<file path="src/rtl/tile_map_engine.sv">
// RAM-backed tile map: per-level grid builder, registered render lookup, handshaked collision query, pickup clear.
// Optional pickup counter enabled by defining TILE_MAP_PICKUP_COUNT_EN.
module tile_map_engine #(
    parameter int TILE_SHIFT = 5,
    parameter int GRID_W     = 20,
    parameter int GRID_H     = 15,
    parameter int PIX_W      = 10,
    parameter int LVL_W      = 2
) (
    input  logic             clk,
    input  logic             reset,
    input  logic [LVL_W-1:0] level_id,
    input  logic             load_start,
    output logic             busy,
    output logic             load_done,
    input  logic [PIX_W-1:0] xPixel,
    input  logic [PIX_W-1:0] yPixel,
    output logic [1:0]       tile_code,
    output logic             is_wall,
    input  logic             q_valid,
    output logic             q_ready,
    input  logic [PIX_W-1:0] q_x,
    input  logic [PIX_W-1:0] q_y,
    output logic             q_resp_valid,
    output logic [1:0]       q_tile,
    input  logic             clr_valid,
    input  logic [4:0]       clr_gx,
    input  logic [4:0]       clr_gy,
    output logic [8:0]       pickups_left,
    output logic             level_clear
);

    localparam int CELLS  = GRID_W * GRID_H;
    localparam int ADDR_W = $clog2(CELLS);
    localparam int G_W    = 5;

    localparam logic [1:0] T_EMPTY = 2'd0;
    localparam logic [1:0] T_WALL  = 2'd1;
    localparam logic [1:0] T_FUEL  = 2'd2;
    localparam logic [1:0] T_FLAG  = 2'd3;

    typedef enum logic {S_IDLE, S_LOAD} state_t;

    state_t           state, state_next;
    logic [LVL_W-1:0] level_q, level_next;
    logic [G_W-1:0]   ld_gx, ld_gy, ld_gx_next, ld_gy_next;
    logic             ld_last;
    logic [1:0]       ld_tile;
    logic [1:0]       render_tile;
    logic             q_accept;
    logic             clr_in_range;
    logic [ADDR_W-1:0] clr_addr;
    logic             clr_hit;

    logic [1:0] mem [CELLS];

    function automatic logic [ADDR_W-1:0] cell_addr(input logic [G_W-1:0] gx, input logic [G_W-1:0] gy);
        return ADDR_W'(gy) * ADDR_W'(GRID_W) + ADDR_W'(gx);
    endfunction

    // Cells outside the grid always read back as wall.
    function automatic logic [1:0] pix_read(input logic [PIX_W-1:0] px, input logic [PIX_W-1:0] py);
        logic [PIX_W-1:0] gx, gy;
        gx = px >> TILE_SHIFT;
        gy = py >> TILE_SHIFT;
        if (int'(gx) >= GRID_W || int'(gy) >= GRID_H)
            return T_WALL;
        return mem[cell_addr(G_W'(gx), G_W'(gy))];
    endfunction

    function automatic logic [1:0] layout(input logic [LVL_W-1:0] lvl, input logic [G_W-1:0] gx,
                                          input logic [G_W-1:0] gy);
        int   x, y;
        logic wall, fuel, flag;
        x    = int'(gx);
        y    = int'(gy);
        wall = (x == 0) || (x == GRID_W-1) || (y == 0) || (y == GRID_H-1) ||
               (x >= GRID_W-5 && x <= GRID_W-2 && y >= GRID_H-3 && y <= GRID_H-2);
        case (int'(lvl))
            1:       wall = wall || (x == 10 && y >= 3 && y <= 11);
            2:       wall = wall || (y == 7 && x >= 4 && x <= 15) || (x == 14 && y >= 3 && y <= 6);
            3:       wall = wall || ((x == 5 || x == 14) && y >= 3 && y <= 11) ||
                            (y == 5 && x >= 7 && x <= 12);
            default: wall = wall;
        endcase
        fuel = (lvl != '0) && ((x == 2 && y == 2) || (x == GRID_W-3 && y == 2) ||
                               (x == 2 && y == GRID_H-3));
        flag = (lvl != '0) && (x == GRID_W-3 && y == GRID_H-5);
        if (wall) return T_WALL;
        if (flag) return T_FLAG;
        if (fuel) return T_FUEL;
        return T_EMPTY;
    endfunction

    assign busy     = (state == S_LOAD);
    assign q_ready  = (state == S_IDLE);
    assign q_accept = q_valid && q_ready;
    assign ld_last  = (state == S_LOAD) && (int'(ld_gx) == GRID_W-1) && (int'(ld_gy) == GRID_H-1);
    assign ld_tile  = layout(level_q, ld_gx, ld_gy);

    assign render_tile  = pix_read(xPixel, yPixel);
    assign clr_in_range = (int'(clr_gx) < GRID_W) && (int'(clr_gy) < GRID_H);
    assign clr_addr     = cell_addr(clr_gx, clr_gy);
    assign clr_hit      = (state == S_IDLE) && clr_valid && clr_in_range && mem[clr_addr][1];

    always_ff @(posedge clk) begin
        if (reset) begin
            state   <= S_LOAD;
            level_q <= '0;
            ld_gx   <= '0;
            ld_gy   <= '0;
        end else begin
            state   <= state_next;
            level_q <= level_next;
            ld_gx   <= ld_gx_next;
            ld_gy   <= ld_gy_next;
        end
    end

    // A load_start always restarts from cell 0, aborting any load in flight.
    always_comb begin
        state_next = state;
        level_next = level_q;
        ld_gx_next = ld_gx;
        ld_gy_next = ld_gy;
        load_done  = 1'b0;
        if (load_start) begin
            state_next = S_LOAD;
            level_next = level_id;
            ld_gx_next = '0;
            ld_gy_next = '0;
        end else if (state == S_LOAD) begin
            if (ld_last) begin
                state_next = S_IDLE;
                load_done  = 1'b1;
                ld_gx_next = '0;
                ld_gy_next = '0;
            end else if (int'(ld_gx) == GRID_W-1) begin
                ld_gx_next = '0;
                ld_gy_next = ld_gy + 1'b1;
            end else begin
                ld_gx_next = ld_gx + 1'b1;
            end
        end
    end

    // NOTE: the grid RAM has no reset; the LOAD that follows reset rewrites every cell.
    always_ff @(posedge clk) begin
        if (state == S_LOAD)
            mem[cell_addr(ld_gx, ld_gy)] <= ld_tile;
        else if (clr_hit)
            mem[clr_addr] <= T_EMPTY;
    end

    always_ff @(posedge clk) begin
        if (reset) begin
            tile_code    <= T_WALL;
            is_wall      <= 1'b1;
            q_tile       <= T_EMPTY;
            q_resp_valid <= 1'b0;
        end else begin
            tile_code    <= busy ? T_WALL : render_tile;
            is_wall      <= busy || (render_tile == T_WALL);
            q_resp_valid <= q_accept;
            if (q_accept)
                q_tile <= pix_read(q_x, q_y);
        end
    end

`ifdef TILE_MAP_PICKUP_COUNT_EN
    always_ff @(posedge clk) begin
        if (reset) begin
            pickups_left <= '0;
            level_clear  <= 1'b0;
        end else begin
            level_clear <= 1'b0;
            if (load_start) begin
                pickups_left <= '0;
            end else if (state == S_LOAD) begin
                if (ld_tile[1])
                    pickups_left <= pickups_left + 1'b1;
            end else if (clr_hit && pickups_left != '0) begin
                pickups_left <= pickups_left - 1'b1;
                level_clear  <= (pickups_left == 9'd1);
            end
        end
    end
`else
    assign pickups_left = '0;
    assign level_clear  = 1'b0;
`endif

endmodule

</file>
<file path="config.mk">
export PLATFORM = sky130hd
export DESIGN_NAME = tile_map_engine
export DESIGN_NICKNAME = d
export VERILOG_FILES = /design/src/rtl/tile_map_engine.sv
export SDC_FILE = /design/constraint.sdc
export NUM_CORES = 1
export LEC_CHECK = 0
export ABC_CLOCK_PERIOD_IN_PS = 17400
export CAP_MARGIN = 20
export CORE_ASPECT_RATIO = 1.75
export CORE_MARGIN = 2
export CORE_UTILIZATION = 63
export CTS_CLUSTER_DIAMETER = 200
export DETAILED_ROUTE_END_ITERATION = 10
export PLACE_DENSITY = 0.81
export SLEW_MARGIN = 20
export SYNTH_ARGS = -nofsm -noshare
export SYNTH_HDL_FRONTEND = slang
export SYNTH_SLANG_ARGS = --single-unit
</file>
<file path="constraint.sdc">
create_clock -name clk -period 17.4 [get_ports clk]
set_clock_uncertainty 0.15 [all_clocks]
set_input_delay 2.61 -clock clk [delete_from_list [all_inputs] [get_ports clk]]
set_output_delay 2.61 -clock clk [all_outputs]
set_load 0.005 [all_outputs]
</file>
### Word level (Yosys, flattened, before mapping)

Memories as Yosys holds them, arrays and structs flattened.
Cells that the tools add are included.

* output and inout bits: 19
* memories: 1
* logic and storage cells: 140
* register bits after elaboration: 19
* memory bits (writable): 600

Memories
* mem: words 300, bits a word 2, read ports 3, clocked after Yosys merged registers in 0, write ports 1, RTL line 55 `logic [1:0] mem [CELLS];`

* bitwise operators: 1
* magnitude comparators: 17
* multipliers: 4
* mux-type cells: 38
* equality and inequality tests: 16
* add/sub/neg operators: 6
* reduce and logical (&&, ||, !) cells: 49

Operators with widths (count)
* 9-bit by 5-bit adder with 9-bit output: 4
* 5-bit == test, second input constant: 7
* 5-bit by 3-bit multiplier with 7-bit output, second input constant: 4
* 1-bit logical AND: 26
* 2-bit two-way mux: 11
* 1-bit two-way mux: 21
* 5-bit by 4-bit >= comparator with 1-bit output, second input constant: 4
* 5-bit by 4-bit <= comparator with 1-bit output, second input constant: 4
* 5-bit two-way mux: 4
* 5-bit by 4-bit == test with 1-bit output, second input constant: 3
* 1-bit logical OR: 15
* 5-bit by 1-bit adder with 5-bit output, second input constant: 2
* 5-bit by 3-bit == test with 1-bit output, second input constant: 2
* 5-bit by 3-bit >= comparator with 1-bit output, second input constant: 2
* 5-bit >= comparator, second input constant: 2
* 5-bit zero test: 2
* 9-bit two-way mux: 1
* 2-bit OR reduction: 3
* 5-bit by 2-bit >= comparator with 1-bit output, second input constant: 1
* 5-bit by 3-bit <= comparator with 1-bit output, second input constant: 1
* 5-bit <= comparator, second input constant: 1
* 5-bit by 4-bit < comparator with 1-bit output, second input constant: 1
* 5-bit < comparator, second input constant: 1
* 2-bit by 1-bit == test with 1-bit output, second input constant: 2
* other kinds (5): 7

### Logic depth before layout (Yosys ltp)

Gate-level depths: netlist (run 1).

* depth after elaboration: 16
* depth in mapped cells: 18

### Least setup slack after synthesis (run 1)

Ideal clock, no wire load.

* path kind: input to register
* from: in clr_gx[2]
* to: mem mem[0][0] (data pin)
* path buffers: 3
* setup slack: 2.136 ns
* data arrival time: 13.299 ns
* required time: 15.435 ns
* stages on the path: 14
* setup time: 1.815 ns
* cell sequence: ha_1 inv_1 fa_1 buf_2 mux4_2 mux2_2 or4_1 o2111a_1 a22oi_2 and3_1 buf_4 a21oi_4 buf_8 a21oi_1

* cells in the longest elaborated chain, start to end: 9
* elaborated cells on any way between the ends: 11
* classes of those cells: 1 x add/sub; 1 x order compare; 4 x mux; 4 x reduce/logical; 1 x memory

RTL lines
* from (decl): RTL line 27 `input logic [4:0] clr_gx,`
* branches (longest 3 deep; another with 9-bit by 5-bit adder with 9-bit output)
* 1-bit logical AND *: RTL line 104 `assign clr_hit = (state == S_IDLE) && clr_valid && clr_in_range && mem[clr_addr][1];`
* 1-bit two-way mux *: RTL line 151 `else if (clr_hit)`
* 1-bit two-way mux *: RTL line 149 `if (state == S_LOAD)`
* 1-bit two-way mux (not written as such) *: RTL line 152 `mem[clr_addr] <= T_EMPTY;`
* 2-bit OR reduction (no source line) *
* 2-bit two-way mux (no source line) *
* to (decl): RTL line 55

Mark *: on every way between the ends.

### Final worst setup path (run 1)

* from: in clr_gy[0]
* to: mem mem[17][0] (data pin)

* cells in the longest elaborated chain, start to end: 9
* elaborated cells on any way between the ends: 12
* classes of those cells: 1 x add/sub; 1 x mul; 1 x order compare; 4 x mux; 4 x reduce/logical; 1 x memory

RTL lines
* from (decl): RTL line 28 `input logic [4:0] clr_gy,`
* 5-bit by 3-bit multiplier with 7-bit output or 5-bit by 4-bit < comparator with 1-bit output (tied branches): RTL line 58, 102
* 9-bit by 5-bit adder with 9-bit output or 1-bit logical AND (tied branches): RTL line 58, 102
* memory 300 x 2 bit or 1-bit logical AND (tied branches)
* 1-bit logical AND *: RTL line 104
* 1-bit two-way mux *: RTL line 151
* 1-bit two-way mux *: RTL line 149
* 1-bit two-way mux (not written as such) *: RTL line 152
* 2-bit OR reduction (no source line) *
* 2-bit two-way mux (no source line) *

Mark *: on every way between the ends. The rest lies on a longest branch, timed or not.

==> summary.md, run 1 <==
| Metric | Value |
|---|---|
| Status | `finished clean` |
| Register-to-register setup slack | `between 10 and 15 ns` |
| Synthesized cell area | `35200 um^2` |
| Row count | `114` |
| Register-to-Register Path Depth | `9` |
| Vias in the first global route | `23900` |
| Slew HR | `19.9%` |
| Worst setup EP type | `register` |
| I/O Pins | `between 70 and 80` |
| Die area | `57900 um^2` |
| WP data required | `17.50 ns` |
| Initial Util | `a little under two thirds` |
| Clock-pin slew on the worst setup and hold paths | `0.07 ns` |
| Layout cells sized above 1 | `29.6%` |
| HP Start | `q_tile[0]$_SDFFE_PP0P_` |
| Post-synthesis sequential area ratio | `52.2%` |
| Hold endpoint | `q_tile[0]$_SDFFE_PP0P_` |
| Synth unique cells | `roughly 80` |
| Final hold violation count | `0` |
| Clk Latency, worst-skew pair | `0.65 ns` |
| CTS Buf Count | `54` |
| Die W | `183 um` |
| Number of hold buffers added after cts | `0` |
| Setup CP Type | `input pin to register` |
| Ys Warns | `0` |
| VDD IR max | `0.0882 mV` |
| Yosys reg bits | `619` |
| Setup TNS Final | `0 ns` |
| Reg-to-reg critical path endpoint | `mem[17][0]$_DFFE_PP_` |
| Vias per inst | `7.94` |
| Placer Congestion | `approximately 0.94` |
| CTS tree | `built` |
| Unrepaired setup endpoints after global routing | `false` |
| Final max-slew violation count | `0` |
| Arr. time, crit path | `~9 ns` |
| EDFF count, synth | `600` |
| IO Port Bufs | `45` |
| H-tree depth | `2` |
| F_max | `0.111 GHz` |
| Core region area | `about 55000 um^2` |
| Max Cap Viol | `0` |
| CP Launch Type | `input pin` |
| CP max FO | `260` |
| Async SR Flop Fraction | `0%` |
| Hold Path Depth | `2` |
| Ys flop type | `edfxtp_1` |
| Minimum clock period | `~9 ns` |
| DPL Wire Length | `64700 um` |
| DRC viols | `0` |
| Hold_ws | `0.330 ns` |
| Leakage | `~13 nW` |
| PwrDens | `a little under 90 nW/um^2` |
| Largest net degree at the start of global routing | `approximately 260` |
| Root buffer cell | `clkbuf_16` |
| Die Y | `approximately 320 um` |
| Clock tree sinks | `a little over 600` |
| Final setup fails | `0` |
| Worst min path class | `register to register` |
| Global-route wire length before repair | `~150000 um` |
| PostCTS Resize Cnt | `0` |
| Total track usage | `between 30% and 40%` |
| ANT nets after route | `0` |
| RR Startpoint | `mem[128][1]$_DFFE_PP_` |
| Routed Wire Length | `104000 um` |
| CTS Buffer Depth | `3` |
| Least-Margin Pin Slew | `1.17 ns` |
| WL/cell | `36.1 um` |
| Synth Area per Inst | `about 16 um^2` |
| Final worst path period share | `between 50% and 60%` |
| Initial DRT Pass Iterations | `6` |
| Tot Pwr | `0.00338 W` |
| Number of post-CTS setup repair buffers | `0` |
| Final nets | `2255` |
| Layout overhead on the synthesized area | `8.03%` |
| Initial antenna violation count | `2` |
| Via count | `22900` |
| Iteration-0 DRC Markers | `3219` |
| Total grt overflow | `0` |
| Syn Inst Count | `approximately 2200` |
==> per-stage QoR <==
| stage | cell area (um^2) | util (%) | worst slack [ns] | cells |
|---|---|---|---|---|
| after global routing | 38100 | 68.9 | 8.28 | 2883 |
| after global placement | 36200 | 65.6 | 7.76 | 2783 |
| after CTS | 38000 | 68.8 | 8.19 | 2881 |
| after floorplan | 35300 | - | 2.14 | 2183 |
| final | 38100 | 68.9 | 8.42 | 2884 |
| after detailed placement | 36200 | 65.6 | 7.56 | 2783 |
==> cells in the mapped netlist (24+ instances only) <==
cell      count  area, um^2
edfxtp_1    600       18000
buf_2        45         225
nor3_1      149         746
ha_1         45         563
mux4_2      442        9950
buf_4        28         210
nor2_1      240         901
nand3_1      24         120
clkbuf_1     90         338
mux2i_1      56         561
nand2_1      65         244
a21oi_1      41         205
==> registers in the layout, indices dropped and copies added (netlist names) <==
register	flops
q_resp_valid	1
ld_gx	5
busy	1
tile_code	2
q_tile	2
ld_gy	5
mem	600
level_q	2
is_wall	1
==> placed cells by master, fill, tap and decap left out, types with 7 or more instances in the layout <==
master	count
nor3_1	149
nand2_1	65
xor2_1	19
conb_1	10
and3_1	10
edfxtp_1	600
mux4_2	442
nand3_1	24
clkinv_1	14
buf_4	57
clkdlybuf4s50_1	39
nor4_1	10
a22o_1	8
inv_1	15
nor2b_1	15
nor2_1	234
a211oi_1	11
clkinv_2	9
clkbuf_16	56
o21ai_0	13
a22oi_1	14
a31oi_1	11
xnor2_1	16
nand4_1	15
dfxtp_1	19
ha_1	43
o22ai_1	7
a21oi_1	40
a31oi_4	10
mux2_2	9
a21o_1	12
mux2i_1	55
==> per-layer routing <==
| metal | wire, um | GRT usage [%] |
|---|---|---|
| met2 | 51000 | 60.3 |
| met5 | 9 | 0 |
| met3 | 12300 | 8.44 |
| met1 | 30400 | 41.8 |
| met4 | 10400 | 29.8 |
==> power breakdown <==
part,switching [W],internal (W)
Clock,0.000559,0.000678
Sequential,0.00000138,0.00161
Combinational,0.000332,0.000205
==> worst max-delay path, cell delays in order <==
cell and delay (ns):
clkdlybuf4s50_1 0.51, ha_1 0.20, inv_1 0.06, fa_1 0.43, buf_4 0.31, and2_0 0.41, buf_4 0.32, a22o_1 0.24
a221oi_1 0.53, a32oi_1 0.42, a22oi_2 0.37, and3_1 0.43, a21oi_4 0.24, a21oi_4 0.93, buf_12 0.71
==> worst max-delay path by stage <==
stage	start	end	cells past startpoint
floorplan	clr_gx[2]	mem[0][0]$_DFFE_PP_	14
global placement	clr_gy[0]	mem[128][1]$_DFFE_PP_	16
detailed placement	clr_gy[0]	mem[130][1]$_DFFE_PP_	16
CTS	clr_gy[0]	mem[135][1]$_DFFE_PP_	16
global route	clr_gy[0]	mem[133][0]$_DFFE_PP_	15
finish	clr_gy[0]	mem[17][0]$_DFFE_PP_	15
==> kinds of logic after synthesis <==
kind of cell | Yosys count | share of synthesized area (%)
adder cells (fa/ha/maj) | 53 | 2.05
flip-flops | 619 | 52.2
XOR/XNOR | 39 | 1.01
multiplexers | 507 | 30.1
AND/OR/NAND/NOR | 558 | 7.19
other | 1 | 0.0106
buffers and inverters | 215 | 3.13
AO/OA/AOI/OAI | 182 | 4.25
==> cell type report <==
cell class,instances,area [um^2]
well taps,696,871
flip-flops and latches,619,18400
multi-input cells,1349,16000
diodes,1,2.50
repair buffers,106,988
clock inverters,37,370
clock buffers,61,1420
fillers,3464,17100
inverters,15,56.3
Power figures use the tool's default switching activity.
==> run 2: changes to the inputs <==
ABC_CLOCK_PERIOD_IN_PS = 7500   (was 17400)
CORE_UTILIZATION = 57   (was 63)
PLACE_DENSITY = 0.77   (was 0.81)
clock period = 7.5 ns   (was 17.4 ns; I/O delays follow)
==> run 2 against run 1 <==
- critical path depth shrank 2
- via count is 0.23% higher
- sequential power increased by 130%
- clock power is 130% higher
- setup slack got worse by 7.3 ns
- cell count up 4.4%
- clock-buffer cell count up 6
- global-route usage is 2.4 points lower
- largest power group unchanged
==> summary.md, run 2 (same netlist as run 1, synthesis figures left out) <==
| Metric | Value |
|---|---|
| Status | `finished clean` |
| Most frequent cells in the layout | `edfxtp_1 (600), mux4_2 (442), nor2_1 (234), nor3_1 (149), buf_4 (80)` |
| Core region area | `61100 um^2` |
| Biggest regs | `mem: 600 flops, ld_gx: 5 flops, ld_gy: 5 flops` |
| CP max FO | `18` |
| Setup TNS Final | `0 ns` |
| Vias in the first global route | `23700` |
| Combinational share of power | `between 10% and 20%` |
| Final nets | `2282` |
| Hold_ws | `0.321 ns` |
| Fill cells | `approximately 4200` |
| Iteration-0 DRC Markers | `3013` |
| Worst setup EP type | `register` |
| Number of post-CTS setup repair buffers | `0` |
| F_max | `approximately 0.16 GHz` |
| Clock share of power | `36.3%` |
| CTS Buffer Depth | `3` |
| WP data required | `7.62 ns` |
| Flip-flop count of the largest register after layout | `600` |
| Crit path cell chain | `clkdlybuf4s50_1, ha_1, nor2b_2, a22oi_1, a211o_1, a32oi_1, a22oi_2, and3_1, a21oi_4, buf_12, a31oi_4, buf_4, nor3_1` |
| PnR worst setup slack | `1.09 ns` |
| Hold endpoint | `q_tile[0]$_SDFFE_PP0P_` |
| Final max-slew violation count | `0` |
| Internal power | `approximately 0.0058 W` |
| Initial antenna violation count | `1` |
| Least-Margin Pin Slew | `around 1.2 ns` |
| Via count | `23000` |
| Setup CP Type | `input pin to register` |
| Vias per inst | `between 7 and 8` |
| Die area | `63900 um^2` |
| Number of hold buffers added after cts | `0` |
| Final setup fails | `0` |
| Most common cell after layout, fill and taps aside | `edfxtp_1` |
| Global-route wire length before repair | `157000 um` |
| Minimum clock period | `6.41 ns` |
| Worst min path class | `register to register` |
| Clock tree sinks | `619` |
| Placer Congestion | `1.00` |
| CTS Buf Count | `54` |
| Hold Path Depth | `2` |
| DRC viols | `0` |
| Flop pwr share | `47.3%` |
| Clock-pin slew on the worst setup and hold paths | `0.07 ns` |
| Unrepaired setup endpoints after global routing | `false` |
| Leakage | `12.8 nW` |
| HP Start | `q_tile[0]$_SDFFE_PP0P_` |
| I/O Pins | `76` |
| Register-to-register setup slack | `2.76 ns` |
| CP peak stage delay | `0.91 ns` |
| Design area | `38400 um^2` |
| Register-to-Register Path Depth | `10` |
| Initial Util | `57.6%` |
| DPL Wire Length | `roughly 71000 um` |
| IO Port Bufs | `45` |
| Final worst path period share | `85.4%` |
| Root buffer cell | `clkbuf_16` |
| PostCTS Resize Cnt | `0` |
| Die W | `192 um` |
| Reg-to-reg critical path endpoint | `mem[137][1]$_DFFE_PP_` |
| CP Launch Type | `input pin` |
| Critical-path top delay cell | `ha_1` |
| Initial DRT Pass Iterations | `6` |
| Total grt overflow | `0` |
| VDD IR max | `0.160 mV` |
| Clk Latency, worst-skew pair | `0.64 ns` |
| Total track usage | `34.5%` |
| Largest net degree at the start of global routing | `between 200 and 250` |
| Max Cap Viol | `0` |
| H-tree depth | `2` |
| PwrDens | `roughly 210 nW/um^2` |
| Area post-placement | `36600 um^2` |
| Final hold violation count | `0` |
| Row count | `120` |
| WL/cell | `approximately 36 um` |
| Layout overhead on the synthesized area | `9.01%` |
| Layout cells sized above 1 | `30.5%` |
| Slew HR | `20.7%` |
| Setup WS pre-CTS | `0.829 ns` |
| Routed Wire Length | `107000 um` |
| Die Y | `333 um` |
| CTS tree | `built` |
| Switch share | `a little over a quarter` |
| ANT nets after route | `0` |
| Arr. time, crit path | `6.53 ns` |
| Register with the most flip-flops | `mem` |
| Switch Pwr | `0.00211 W` |
| RR Startpoint | `mem[64][1]$_DFFE_PP_` |
## run 2: cell types whose count changed in the layout (fill, tap and decap cells not counted), sizes merged
cell,change
buf,+27
bufinv,-1
clkbuf,+6
clkinv,-2
diode,+1
## run 2: layout make-up
cell class / count / area [um^2] / area share, %
inverter: 15 / 56.3 / 0.147
sequential: 619 / 18400 / 47.9
timing repair buffer: 133 / 1240 / 3.24
multi-input combinational: 1349 / 15900 / 41.5
tap: 793 / 992 / 2.58
clock buffer: 67 / 1450 / 3.78
clock inverter: 34 / 323 / 0.841
antenna: 2 / 5.00 / 0.0130
## run 2: layer usage
| layer | GRT usage [%] | up-vias | wire [um] |
|---|---|---|---|
| met4 | 27.6 | 2 | 10600 |
| met1 | 38.9 | 11600 | 32000 |
| li1 | - | 9033 | - |
| met3 | 6.96 | 524 | 11100 |
| met5 | 0 | - | 13 |
| met2 | 56.5 | 1788 | 53400 |
## run 2: worst max path at each step
stage,endpoint,start,depth (start not counted),slack [ns]
after floorplan,mem[0][0]$_DFFE_PP_,clr_gx[2],14,0.15
after global placement,mem[38][0]$_DFFE_PP_,clr_gy[0],17,0.86
after detailed placement,mem[39][0]$_DFFE_PP_,clr_gy[0],16,0.83
after CTS,mem[39][1]$_DFFE_PP_,clr_gy[0],16,1.43
after global routing,mem[131][1]$_DFFE_PP_,clr_gy[0],16,1.12
final,mem[39][1]$_DFFE_PP_,clr_gy[0],13,1.09
## run 2: critical path, delay by kind of cell
kind                     cells  cell delay [ns]
adder cells (fa/ha/maj)      1             0.91
buffers and inverters        3             1.05
AO/OA/AOI/OAI                6             1.94
AND/OR/NAND/NOR              3             1.46
## run 2: metrics by stage
stage / power (W) / util (%) / instances
floorplan: 0.00460 / - / 2183
global placement: 0.00504 / 59.9 / 2909
detailed placement: 0.00505 / 59.9 / 2909
CTS: 0.00785 / 62.8 / 3010
global route: 0.00802 / 62.8 / 3010
finish: 0.00789 / 62.8 / 3012
## run 2: power by group through the flow
stage	sequential [W]	clock, W	combinational (W)
5_1_grt	0.00373	0.00298	0.00131
2_1_floorplan	0.00381	0	0.000792
4_1_cts	0.00374	0.00287	0.00125
3_5_place_dp	0.00381	0	0.00124
3_3_place_gp	0.00381	0	0.00123
6_report	0.00374	0.00286	0.00129
